===== src/rtl/id_pkg.sv =====
// Shared decode constants for the ID stage: opcodes, control field layout and
// the per-opcode control words driven into ID/EX.
package id_pkg;

   localparam int EX_W = 4;
   localparam int M_W  = 2;
   localparam int WB_W = 2;

   localparam logic [5:0] OP_R    = 6'b000000;
   localparam logic [5:0] OP_LW   = 6'b100011;
   localparam logic [5:0] OP_SW   = 6'b101011;
   localparam logic [5:0] OP_ADDI = 6'b001000;
   localparam logic [5:0] OP_BEQ  = 6'b000100;
   localparam logic [5:0] OP_J    = 6'b000010;

   localparam int EX_REG_DST    = 3;
   localparam int EX_ALU_SRC    = 2;
   localparam int M_MEM_READ    = 1;
   localparam int M_MEM_WRITE   = 0;
   localparam int WB_REG_WRITE  = 1;
   localparam int WB_MEM_TO_REG = 0;

   typedef struct packed {
      logic [EX_W-1:0] ex;
      logic [M_W-1:0]  m;
      logic [WB_W-1:0] wb;
   } ctrl_t;

   localparam ctrl_t CTRL_NONE = '{ex: 4'b0000, m: 2'b00, wb: 2'b00};
   localparam ctrl_t CTRL_R    = '{ex: 4'b1010, m: 2'b00, wb: 2'b10};
   localparam ctrl_t CTRL_LW   = '{ex: 4'b0100, m: 2'b10, wb: 2'b11};
   localparam ctrl_t CTRL_SW   = '{ex: 4'b0100, m: 2'b01, wb: 2'b00};
   localparam ctrl_t CTRL_ADDI = '{ex: 4'b0100, m: 2'b00, wb: 2'b10};
   localparam ctrl_t CTRL_BEQ  = '{ex: 4'b0001, m: 2'b00, wb: 2'b00};

   function automatic ctrl_t decode_ctrl(input logic [5:0] op);
      ctrl_t c;
      case (op)
         OP_R:    c = CTRL_R;
         OP_LW:   c = CTRL_LW;
         OP_SW:   c = CTRL_SW;
         OP_ADDI: c = CTRL_ADDI;
         OP_BEQ:  c = CTRL_BEQ;
         default: c = CTRL_NONE;
      endcase
      return c;
   endfunction

endpackage


===== src/rtl/id_hazard_unit.sv =====
// Combinational hazard detection for the ID stage: load-use and beq operand
// hazards, plus EX/MEM-to-comparator forwarding when ID_BRANCH_FORWARD_EN is defined.
module id_hazard_unit
   import id_pkg::*;
#(
   parameter int REG_W = 5
) (
   input  logic             uses_rs,
   input  logic             uses_rt,
   input  logic             is_beq,
   input  logic [REG_W-1:0] rs,
   input  logic [REG_W-1:0] rt,
   input  logic [REG_W-1:0] ex_dst_reg,
   input  logic             ex_mem_read,
   input  logic             ex_reg_write,
   input  logic [REG_W-1:0] mem_dst_reg,
   input  logic             mem_reg_write,
   input  logic             mem_mem_read,
   output logic             stall,
   output logic             fwd_a,
   output logic             fwd_b
);

   logic ex_rs_hit, ex_rt_hit, mem_rs_hit, mem_rt_hit;
   logic load_use, ex_br_hazard, mem_br_hazard;

   // $0 is hard-wired, so it never creates a dependency
   assign ex_rs_hit  = uses_rs && (rs != '0) && (rs == ex_dst_reg);
   assign ex_rt_hit  = uses_rt && (rt != '0) && (rt == ex_dst_reg);
   assign mem_rs_hit = uses_rs && (rs != '0) && (rs == mem_dst_reg);
   assign mem_rt_hit = uses_rt && (rt != '0) && (rt == mem_dst_reg);

   assign load_use     = ex_mem_read & (ex_rs_hit | ex_rt_hit);
   assign ex_br_hazard = is_beq & ex_reg_write & (ex_rs_hit | ex_rt_hit);

`ifdef ID_BRANCH_FORWARD_EN
   assign mem_br_hazard = is_beq & mem_reg_write & mem_mem_read & (mem_rs_hit | mem_rt_hit);
   assign fwd_a         = is_beq & mem_reg_write & ~mem_mem_read & mem_rs_hit;
   assign fwd_b         = is_beq & mem_reg_write & ~mem_mem_read & mem_rt_hit;
`else
   logic unused_mem_read;
   assign unused_mem_read = mem_mem_read;
   assign mem_br_hazard   = is_beq & mem_reg_write & (mem_rs_hit | mem_rt_hit);
   assign fwd_a           = 1'b0;
   assign fwd_b           = 1'b0;
`endif

   assign stall = load_use | ex_br_hazard | mem_br_hazard;

endmodule


===== src/rtl/id_stage_pipelined.sv =====
// MIPS instruction-decode stage: decode, beq/j resolution, hazard bubbles and
// the ID/EX register. Optional macro ID_BRANCH_FORWARD_EN enables EX/MEM branch forwarding.
module id_stage_pipelined
   import id_pkg::*;
#(
   parameter int DATA_W      = 32,
   parameter int PC_W        = 10,
   parameter int REG_W       = 5,
   parameter int STALL_CNT_W = 16
) (
   input  logic                   clock,
   input  logic                   reset,
   input  logic [31:0]            instruc,
   input  logic                   instr_valid,
   input  logic [PC_W-1:0]        current_PC,
   output logic [REG_W-1:0]       ra,
   output logic [REG_W-1:0]       rb,
   input  logic [DATA_W-1:0]      bus_a_in,
   input  logic [DATA_W-1:0]      bus_b_in,
   input  logic [REG_W-1:0]       mem_dst_reg,
   input  logic                   mem_reg_write,
   input  logic                   mem_mem_read,
   input  logic [DATA_W-1:0]      mem_result,
   output logic                   pc_write,
   output logic                   ifid_write,
   output logic                   if_flush,
   output logic                   pc_sel,
   output logic [PC_W-1:0]        target_address,
   output logic [EX_W-1:0]        ex_EX_control,
   output logic [M_W-1:0]         ex_M_control,
   output logic [WB_W-1:0]        ex_WB_control,
   output logic [DATA_W-1:0]      ex_bus_a,
   output logic [DATA_W-1:0]      ex_bus_b,
   output logic [DATA_W-1:0]      ex_immed,
   output logic [REG_W-1:0]       ex_dst_reg,
   output logic [STALL_CNT_W-1:0] stall_count
);

   localparam logic [STALL_CNT_W-1:0] CNT_ONE = 1;

   logic [5:0]        opcode;
   logic [REG_W-1:0]  rd, dst_reg;
   ctrl_t             ctrl;
   logic              is_beq, is_j, uses_rs, uses_rt;
   logic              stall_raw, stall, fwd_a, fwd_b, taken;
   logic [DATA_W-1:0] a_cmp, b_cmp, immed_ext;

   assign opcode = instruc[31:26];
   assign ra     = instruc[25:21];
   assign rb     = instruc[20:16];
   assign rd     = instruc[15:11];

   always_comb begin
      ctrl = CTRL_NONE;
      if (instr_valid) ctrl = decode_ctrl(opcode);
   end

   assign is_beq  = instr_valid && (opcode == OP_BEQ);
   assign is_j    = instr_valid && (opcode == OP_J);
   assign uses_rs = instr_valid && (opcode inside {OP_R, OP_LW, OP_SW, OP_ADDI, OP_BEQ});
   assign uses_rt = instr_valid && (opcode inside {OP_R, OP_SW, OP_BEQ});

   id_hazard_unit #(.REG_W(REG_W)) u_hazard (
      .uses_rs       (uses_rs),
      .uses_rt       (uses_rt),
      .is_beq        (is_beq),
      .rs            (ra),
      .rt            (rb),
      .ex_dst_reg    (ex_dst_reg),
      .ex_mem_read   (ex_M_control[M_MEM_READ]),
      .ex_reg_write  (ex_WB_control[WB_REG_WRITE]),
      .mem_dst_reg   (mem_dst_reg),
      .mem_reg_write (mem_reg_write),
      .mem_mem_read  (mem_mem_read),
      .stall         (stall_raw),
      .fwd_a         (fwd_a),
      .fwd_b         (fwd_b)
   );

   // Reset overrides any stall/redirect so fetch is free the moment reset asserts
   assign stall = stall_raw & reset;

   assign a_cmp = fwd_a ? mem_result : bus_a_in;
   assign b_cmp = fwd_b ? mem_result : bus_b_in;
   assign taken = reset & ~stall & (is_j | (is_beq & (a_cmp == b_cmp)));

   assign pc_write       = ~stall;
   assign ifid_write     = ~stall;
   assign pc_sel         = taken;
   assign if_flush       = taken;
   assign target_address = is_j ? instruc[PC_W-1:0] : current_PC + instruc[PC_W-1:0];

   assign dst_reg   = ctrl.ex[EX_REG_DST] ? rd : rb;
   assign immed_ext = {{(DATA_W-16){instruc[15]}}, instruc[15:0]};

   always_ff @(posedge clock or negedge reset) begin
      if (!reset) begin
         ex_EX_control <= '0;
         ex_M_control  <= '0;
         ex_WB_control <= '0;
         ex_bus_a      <= '0;
         ex_bus_b      <= '0;
         ex_immed      <= '0;
         ex_dst_reg    <= '0;
         stall_count   <= '0;
      end else begin
         ex_EX_control <= stall ? '0 : ctrl.ex;
         ex_M_control  <= stall ? '0 : ctrl.m;
         ex_WB_control <= stall ? '0 : ctrl.wb;
         ex_bus_a      <= bus_a_in;
         ex_bus_b      <= bus_b_in;
         ex_immed      <= immed_ext;
         ex_dst_reg    <= dst_reg;
         if (stall && (stall_count != '1)) stall_count <= stall_count + CNT_ONE;
      end
   end

endmodule


===== config.mk =====
export PLATFORM = sky130hd
export DESIGN_NAME = id_stage_pipelined
export DESIGN_NICKNAME = d
export VERILOG_FILES = /design/src/rtl/id_pkg.sv /design/src/rtl/id_hazard_unit.sv /design/src/rtl/id_stage_pipelined.sv
export SDC_FILE = /design/constraint.sdc
export NUM_CORES = 1
export LEC_CHECK = 0
export BUFFER_PORTS_ARGS = -buffer_cell sky130_fd_sc_hd__buf_4
export CAP_MARGIN = 20
export CELL_PAD_IN_SITES_DETAIL_PLACEMENT = 1
export CELL_PAD_IN_SITES_GLOBAL_PLACEMENT = 2
export CORE_MARGIN = 4
export CORE_UTILIZATION = 23
export CTS_BUF_LIST = sky130_fd_sc_hd__clkbuf_4 sky130_fd_sc_hd__clkbuf_8
export CTS_CLUSTER_SIZE = 10
export DETAILED_ROUTE_END_ITERATION = 7
export PLACE_DENSITY = 0.84
export SLEW_MARGIN = 20
export SYNTH_ARGS = -nofsm -noshare
export SYNTH_HDL_FRONTEND = slang
export SYNTH_SLANG_ARGS = --single-unit

===== constraint.sdc =====
create_clock -name clock -period 2 [get_ports clock]
set_input_delay 0.1 -clock clock [delete_from_list [all_inputs] [get_ports clock]]
set_output_delay 0.1 -clock clock [all_outputs]
set_load 0.03 [all_outputs]

# ---- Word-level counts from Yosys, hierarchy flattened
# Cells that the tools add are included.
dict set report totals {
  ff_bits 109
}
dict set report op_classes {
  add_sub_neg 2
  n_eq_ne 11
  n_mux 7
  n_bitwise 15
  reduce_logical 16
}
# cell count
set op_table {}
lappend op_table {{8-bit one-hot mux with 5 select lines} 1}
lappend op_table {{32-bit == test} 1}
lappend op_table {{5-bit == test} 4}
lappend op_table {{16-bit by 1-bit adder with 16-bit output (second input constant)} 1}
lappend op_table {{16-bit != test (second input constant)} 1}
lappend op_table {{5-bit nonzero test} 3}
lappend op_table {{6-bit == test (second input constant)} 2}
lappend op_table {{1-bit logical AND} 11}
lappend op_table {{10-bit adder} 1}
lappend op_table {{10-bit 2-to-1 mux} 1}
lappend op_table {{1-bit AND} 9}
lappend op_table {{8-bit 2-to-1 mux} 1}
lappend op_table {{6-bit by 2-bit == test with 1-bit output (second input constant)} 1}
lappend op_table {{6-bit by 3-bit == test with 1-bit output (second input constant)} 1}
lappend op_table {{6-bit by 4-bit == test with 1-bit output (second input constant)} 1}
lappend op_table {{6-bit zero test} 1}
lappend op_table {{5-bit 2-to-1 mux} 1}
lappend op_table {{1-bit bitwise OR} 5}
lappend op_table {{2-bit 2-to-1 mux} 2}
lappend op_table {{4-bit 2-to-1 mux} 1}
lappend op_table {{3-bit nonzero test} 1}
lappend op_table {{1-bit inverter} 1}

# ---- Longest topological paths before layout
# Gate-level depths: netlist of the first run.
dict set report depth {
  word_depth 13
  ltp_mapped 10
  mapped_depth_nobuf 10
}

# ---- By module
# Synthesis of the first run repeated with hierarchy kept, for this count alone.
dict set report hier_totals {
  cells_unflattened 490
  hier_area_um2 5577.8
}
# module n_inst cells_per_inst area_per_inst_um2 seq_area_each_um2
set modules_own_cells {}
lappend modules_own_cells {id_stage_pipelined 1 450 5288.8 2677.6}
lappend modules_own_cells {id_hazard_unit 1 40 289.0 0.0}

# ---- Worst setup path before layout of the first run
# OpenSTA, ideal clock, no wires.
dict set report synth_path {
  kind {input -> output}
  from {input port instruc[0]}
  to {output port target_address[8]}
  arrival_ps 2226
  slack_ps -326
  stages 10
  cell_sequence {ha_1 inv_1 fa_1 nor2b_1 o21ai_1 a21oi_1 o21ai_1 a211oi_1 nor3_1 o31ai_1}
}
dict set report synth_via {
  elab_chain_len 2
}
# item line
set synth_rtl {}
lappend synth_rtl {{start, declared} id_stage_pipelined.sv:13} ;# input logic [31:0] instruc,
lappend synth_rtl {{10-bit adder} id_stage_pipelined.sv:91} ;# assign target_address = is_j ? instruc[PC_W-1:0] : current_PC + instruc[PC_W-1:0];
lappend synth_rtl {{10-bit 2-to-1 mux} id_stage_pipelined.sv:91}
lappend synth_rtl {{end, declared} id_stage_pipelined.sv:28} ;# output logic [PC_W-1:0] target_address,
# No other way between the ends.

# ---- Worst setup path in the final report of the first run
dict set report layout_path {
  from {register ex_dst_reg[3]}
  to {register stall_count[10]}
}
dict set report layout_via {
  elab_chain_len 8
  elab_cells_between_ends 11
}
# item line
set layout_rtl {}
lappend layout_rtl {{start, declared} id_stage_pipelined.sv:35} ;# output logic [REG_W-1:0] ex_dst_reg,
lappend layout_rtl {{start signal, assigned} id_stage_pipelined.sv:113} ;# ex_dst_reg <= dst_reg;
lappend layout_rtl {{5-bit == test, on equally long branches} {id_hazard_unit.sv:28, id_hazard_unit.sv:29}}
lappend layout_rtl {{1-bit logical AND, on equally long branches} {id_hazard_unit.sv:28, id_hazard_unit.sv:29}}
lappend layout_rtl {{1-bit bitwise OR *} {id_hazard_unit.sv:33, id_hazard_unit.sv:34}}
lappend layout_rtl {{1-bit AND, on equally long branches} {id_hazard_unit.sv:33, id_hazard_unit.sv:34}}
lappend layout_rtl {{1-bit bitwise OR * (2 in a row)} id_hazard_unit.sv:48} ;# assign stall = load_use | ex_br_hazard | mem_br_hazard;
lappend layout_rtl {{1-bit AND *} id_stage_pipelined.sv:81} ;# assign stall = stall_raw & reset;
lappend layout_rtl {{1-bit logical AND *} id_stage_pipelined.sv:114} ;# if (stall && (stall_count != '1)) stall_count <= stall_count + CNT_ONE;
lappend layout_rtl {{end signal, assigned} id_stage_pipelined.sv:114}
lappend layout_rtl {{end, declared} id_stage_pipelined.sv:36} ;# output logic [STALL_CNT_W-1:0] stall_count
# Every way passes the cells marked *; elsewhere a longest branch is shown, timed or not.
# A chain may end at the register's enable or synchronous reset.

==> impl_metrics.ini, run 1 <==
[run_status]
status = complete, but fails checks
failed_checks = hold timing, setup timing

[timing]
setup_ws_ns = -0.2282
final.setup_skew_ns = 0.01343
min_period_ns = 2.228
worst_hold_slack_ns = -0.4956
tightest_slew_ns = 0.6358
hold_violations = 107
timing.final.crit_share_pct = 111.4
timing.final.setup_violations = 25
max_freq_mhz = 448.8
final-max-slew-violation-count = 0
rsz0062_at_grt = true
slew-limit-headroom_pct = 57.61

[power_and_ir_drop]
internal-power_mw = 3.518
power_per_cell_area_nw_per_um2 = 606.1
switching_share_pct = 31.80
share_seq_of_total_power_pct = 44.3
clock_power_share_pct = 28.6
static-leakage-power_nw = 4.093
comb_power_share_pct = 27.1
p_sw_mw = 1.641
max-vdd-ir-drop_mv = 0.4610

[route]
routed_length_per_placed_instance_um = 18.05
viasPerCell = 4.264
antenna_left = 0
routed-via-count = 4405
dr.first_iter.drc_count = 147
drt_drc_violations_left = 0
drt-total-wl_um = 18650
drt_first_pass_iters = 4

[finish]
fillerInstances = 2244
multiInputGateArea_um2 = 1928
largestRegisters = ex_bus_a (32), ex_bus_b (32)
sequential_cell_area_um2 = 2684
area_growth_pct = 83.12
layout.nets = 922
antenna-diode-count = 0
post_route_cells_drive_above_1_share_pct = 49.61

[clock_network]
cts_root_buffer = clkbuf_8
clock_sink_count = 107
tritoncts_clock_tree = yes
worst_setup_hold_path_clk_slew_ns = 0.11
clk_path_buf_depth = 2
ctsHoldBuffers = 84
cts.htree.levels = 3
cts_inserted_buffers = 9
clock_latency_ns = 0.38

[critical_path]
startpoint = ex_dst_reg[3]$_DFF_PN0_
crit_type = flip-flop to flip-flop
worst-r2r-setup-slack_ns = -0.23
cp_num_cells = 8
critical_path_end_type = flip-flop
worst_r2r_path_depth = 8
timing.critical_path.fanout_max = 7
critPathBufInv = 1
regToRegStartpoint = ex_dst_reg[3]$_DFF_PN0_
cpPeakStageDelay_ns = 0.44
critical_path_arrival_ns = 2.54
worst_setup_path_start_kind = flip-flop
critical-path-top-cell-by-count = xor2_1
timing.critical_path.max_delay_family = compound AO/OA/AOI/OAI gates
cp_max_delay_cell = dfrtp_2
rr_endpoint = stall_count[10]$_DFFE_PN0P_
critical_path_required_ns = 2.31
crit_end = stall_count[10]$_DFFE_PN0P_
cp_cell_sequence = xor2_1, nor3_2, nand3_1, o22a_1, o32a_1, buf_12, nor4_4, xor2_1

[global_route]
globalRouteMet2Util_pct = 30.46
grt_pass1_wl_um = 27970
number_of_global_route_vias_before_repair = 5074
grt_start_max_net_pins = 111
antenna_violations_before_repair = 0
gr-usage-met3_pct = 3.191
globalRouteMet1Util_pct = 18.09
grt_overflow = 0
grt_util_all_layers_pct = 16.15
grt_most_used_layer = met2

[synthesis]
synth-seq-area-share_pct = 57.60
synth_edf_count = 0
synth_largest_type_area_fraction_pct = 57.60
post_synth_main_area_contributors = dfrtp_1, xor2_1, buf_4
yosysMostFrequentCell = dfrtp_1
post_synth.cell_area_avg_um2 = 12.04
synth.largest_area_cell = dfrtp_1
synth.yosys.warnings = 0
synth-main-ff-cell = dfrtp_1
postSynthCellCount = 386
synth_fp_nets = 545
ys_async_sr_fraction_pct = 100.0
synth_area_um2 = 4648
synth_commonest_cells = dfrtp_1, xor2_1, buf_4
synth.distinct_cells = 43
postSynthRegisterBits = 107

[floorplanning]
floorplan.io_pins = 297
floorplan.die.width_um = 150.2
initial_utilization_pct = 23.65
placeable_core_area_um2 = 19650
chipHeight_um = 150.2
row_count = 51
die_area_um2 = 22550

[place]
count_of_buffers_from_port_buffering = 263
dp_hpwl_um = 13550
gpl.final_weighted_congestion = 0.7998
place_ws_ns = -0.3887

[job]
max_cap_viol_count = 0

[hold_path]
min-delay-path-class = input pin to async pin
metal layers:
metal  routed length [µm]  part of all wire (%)
met5                    0                     0
met4                  390                   2.1
met3                 1006                   5.4
met2                10250                    55
met1                 6998                    38
final cells by class:
class	count	share of cell area [%]
inverters	8	0.3528
well taps	265	3.895
clock inverters	7	1.161
multi-input cells	235	22.65
clock buffers	9	1.455
repair buffers	402	38.95
flip-flops and latches	107	31.53
logic make-up after synthesis:
logic type               after synthesis  share of synthesized area, %
AND/OR/NAND/NOR                      107                         12.68
flip-flops                           107                         57.60
XOR/XNOR                              72                         13.57
buffers and inverters                 44                         6.245
AO/OA/AOI/OAI                         39                         5.330
adder cells (fa/ha/maj)               11                         3.122
multiplexers                           6                         1.453
worst register-to-register path, stage by stage (launching register included):
cell and delay [ns]:
dfrtp_2 0.44, xor2_1 0.16, nor3_2 0.18, nand3_1 0.11
o22a_1 0.19, o32a_1 0.44, buf_12 0.19, nor4_4 0.28
xor2_1 0.18
layout by cell type (no fill, tap or decap), types with 12 or more instances in the layout:
master         instances
buf_4                305
dfrtp_1              102
dlygate4sd3_1         84
xor2_1                56
nor2_1                19
nand3_1               17
xnor2_1               12
nand2_1               12
what timing repair did:
action,CTS,global route
setup endpoints to repair,27,29
endpoints found under the hold margin,194,107
resized for setup,22,27
pin swaps,17,32
setup buffers,4,1
gates cloned,0,1
through the flow:
stage | area, µm² | cells | setup TNS (ns) | utilization, % | total power [mW]
3_5_place_dp | 7137 | 927 | -6.550 | 36.31 | 3.536
5_1_grt | 8512 | 1033 | -5.638 | 43.31 | 5.461
2_1_floorplan | 4708 | 386 | -0.8713 | - | 2.905
3_3_place_gp | 7137 | 927 | -4.015 | 36.31 | 3.509
6_report | 8512 | 1033 | -3.125 | 43.31 | 5.159
4_1_cts | 8346 | 1031 | -3.092 | 42.46 | 5.221
worst min-delay path by stage:
stage	end	slack [ns]	depth (start not counted)
final	ex_WB_control[1]$_DFF_PN0_	-0.50	1
after global routing	ex_WB_control[1]$_DFF_PN0_	-0.53	1
after CTS	ex_WB_control[1]$_DFF_PN0_	-0.54	1
after detailed placement	ex_WB_control[1]$_DFF_PN0_	-0.09	1
after global placement	ex_WB_control[1]$_DFF_PN0_	-0.09	1
after floorplan	ex_EX_control[0]$_DFF_PN0_	-0.20	0
power by group through the flow:
stage	sequential (mW)	combinational, mW	clock, mW
2_1_floorplan	2.51	0.394	0
4_1_cts	2.29	1.36	1.57
6_report	2.29	1.40	1.47
5_1_grt	2.30	1.49	1.68
3_5_place_dp	2.33	1.21	0
3_3_place_gp	2.32	1.18	0
Note: power is estimated with default switching activity, not from simulation.
==> run 2, diff against run 1 <==
--- a/config.mk
+++ b/config.mk
@@ -10,11 +10,11 @@
 export CELL_PAD_IN_SITES_DETAIL_PLACEMENT = 1
 export CELL_PAD_IN_SITES_GLOBAL_PLACEMENT = 2
 export CORE_MARGIN = 4
-export CORE_UTILIZATION = 23
+export CORE_UTILIZATION = 27
 export CTS_BUF_LIST = sky130_fd_sc_hd__clkbuf_4 sky130_fd_sc_hd__clkbuf_8
 export CTS_CLUSTER_SIZE = 10
 export DETAILED_ROUTE_END_ITERATION = 7
-export PLACE_DENSITY = 0.84
+export PLACE_DENSITY = 0.92
 export SLEW_MARGIN = 20
 export SYNTH_ARGS = -nofsm -noshare
 export SYNTH_HDL_FRONTEND = slang
==> constraint.sdc (replaced) <==
create_clock -name clock -period 2.78 [get_ports clock]
set_input_delay 0.139 -clock clock [delete_from_list [all_inputs] [get_ports clock]]
set_output_delay 0.139 -clock clock [all_outputs]
set_load 0.03 [all_outputs]
==> impl_metrics.ini, run 2 (synthesis gave the netlist of run 1 again) <==
[run_status]
status = completed

[timing]
tightest_slew_ns = 0.6133
worst_hold_slack_ns = 0.04415
slew-limit-headroom_pct = 59.06
timing.final.crit_share_pct = 89.75
max_freq_mhz = 400.8
min_period_ns = 2.495
rsz0062_at_grt = false
final.setup_skew_ns = 0.009039
timing.final.setup_violations = 0
finalSetupTns_ns = 0
final-max-slew-violation-count = 0
hold_violations = 0

[floorplanning]
die_area_um2 = 19380
row_count = 47
floorplan.io_pins = 297
floorplan.die.width_um = 139.2
placeable_core_area_um2 = 16700
initial_utilization_pct = 27.83
chipHeight_um = 139.2

[critical_path]
rr_endpoint = stall_count[1]$_DFFE_PN0P_
critical_path_arrival_ns = 2.36
timing.critical_path.fanout_max = 3
critical_path_required_ns = 2.64
regToRegStartpoint = ex_dst_reg[2]$_DFF_PN0_
critical_path_end_type = primary output
worst-r2r-setup-slack_ns = 0.36
worst_r2r_path_depth = 7
worst_setup_path_start_kind = input pin
crit_type = input pin to primary output

[finish]
layout.core_utilization_pct = 45.92
layout.cells.most_common = buf_4
fillerInstances = 1871
post_route_cells_drive_above_1_share_pct = 40.81
layout.nets = 867
area_growth_pct = 65.01
layout.cells.most_common_list = buf_4, dfrtp_1, dlygate4sd3_1
largestRegisters = ex_bus_a (32), ex_bus_b (32)

[place]
count_of_buffers_from_port_buffering = 263
gpl.final_weighted_congestion = 0.8122
dp_hpwl_um = 12620

[power_and_ir_drop]
comb_power_share_pct = 26.1
static-leakage-power_nw = 3.739
switching_share_pct = 32.03
max-vdd-ir-drop_mv = 0.2388
clock_power_share_pct = 26.9
internal-power_mw = 2.386
share_seq_of_total_power_pct = 46.9
power_per_cell_area_nw_per_um2 = 457.6
p_sw_mw = 1.124

[global_route]
antenna_violations_before_repair = 3
grt_pass1_wl_um = 27550
grt_start_max_net_pins = 43
number_of_global_route_vias_before_repair = 4876
grt_util_all_layers_pct = 18.12
grt_overflow = 0

[hold_path]
hold_path_startpoint = instruc[17]
hold_end = ex_dst_reg[1]$_DFF_PN0_
hold_path_cell_cnt = 2
min-delay-path-class = input pin to flip-flop

[route]
antenna_left = 0
dr.first_iter.drc_count = 128
viasPerCell = 4.453
drt_drc_violations_left = 0
drt-total-wl_um = 17670
routed-via-count = 4172
drt_first_pass_iters = 4
routed_length_per_placed_instance_um = 18.85

[clock_network]
tritoncts_clock_tree = yes
worst_setup_hold_path_clk_slew_ns = 0.10
cts.htree.levels = 3
clock_sink_count = 107
cts_setup_buffers = 0
cts_inserted_buffers = 9
clock_latency_ns = 0.38
clk_path_buf_depth = 2
cts_root_buffer = clkbuf_8

[job]
max_cap_viol_count = 0
[run 2: area by class of cell]
type,count,area (µm²),area share (%)
timing repair buffer,347,2808,36.61
sequential,107,2678,34.91
clock buffer,11,138.9,1.811
tap,220,275.3,3.589
clock inverter,5,43.79,0.5710
multi-input combinational,235,1687,21.99
inverter,8,30.03,0.3915
antenna,4,10.01,0.1305
[run 2: worst max path at each step]
stage	start	end	slack (ns)	depth (start not counted)
floorplan	instruc[0]	target_address[8]	0.38	10
global placement	instruc[27]	stall_count[1]$_DFFE_PN0P_	0.22	8
global route	bus_b_in[4]	if_flush	0.01	9
detailed placement	instruc[27]	stall_count[1]$_DFFE_PN0P_	0.20	8
finish	instruc[4]	target_address[9]	0.28	10
CTS	bus_b_in[18]	pc_sel	0.17	9
[run 2: timing repair]
action	in CTS	in global routing
hold buffers	81	0
hold endpoints to repair	115	0
setup endpoints to repair	0	2
gates resized for setup	0	1
[run 2: critical path, stage by stage]
cell and delay [ns]:
dlygate4sd3_1 0.54, buf_4 0.14, ha_1 0.30, o21ai_0 0.26
o21ai_0 0.13, a31oi_1 0.21, xnor2_1 0.14, nand2_1 0.10
xnor2_1 0.20, buf_4 0.19
[run 2: layer usage]
| metal | global-route usage [%] | wire (µm) | vias up | share of wire (%) |
|---|---|---|---|---|
| met5 | 0 | 0 | - | 0 |
| met1 | 19.77 | 6410 | 2044 | 36 |
| met2 | 32.60 | 9332 | 165 | 53 |
| met4 | 7.981 | 616 | 0 | 3.5 |
| li1 | - | - | 1931 | - |
| met3 | 5.317 | 1308 | 32 | 7.4 |
[run 2: stage by stage]
| step | cells | worst slack [ns] | total power [mW] | instance area [µm²] |
|---|---|---|---|---|
| finish | 937 | 0.2850 | 3.509 | 7670 |
| global route | 937 | 0.01086 | 3.674 | 7670 |
| CTS | 933 | 0.1680 | 3.554 | 7654 |
| detailed placement | 836 | 0.1957 | 2.492 | 6660 |
| global placement | 836 | 0.2180 | 2.472 | 6660 |
| floorplan | 386 | 0.3764 | 2.085 | 4648 |
[run 2: power groups by stage]
stage | logic (mW) | registers [mW] | clock network (mW)
floorplan | 0.279 | 1.81 | 0
CTS | 0.911 | 1.65 | 0.995
global route | 0.980 | 1.66 | 1.04
global placement | 0.799 | 1.67 | 0
detailed placement | 0.815 | 1.68 | 0
finish | 0.917 | 1.65 | 0.945
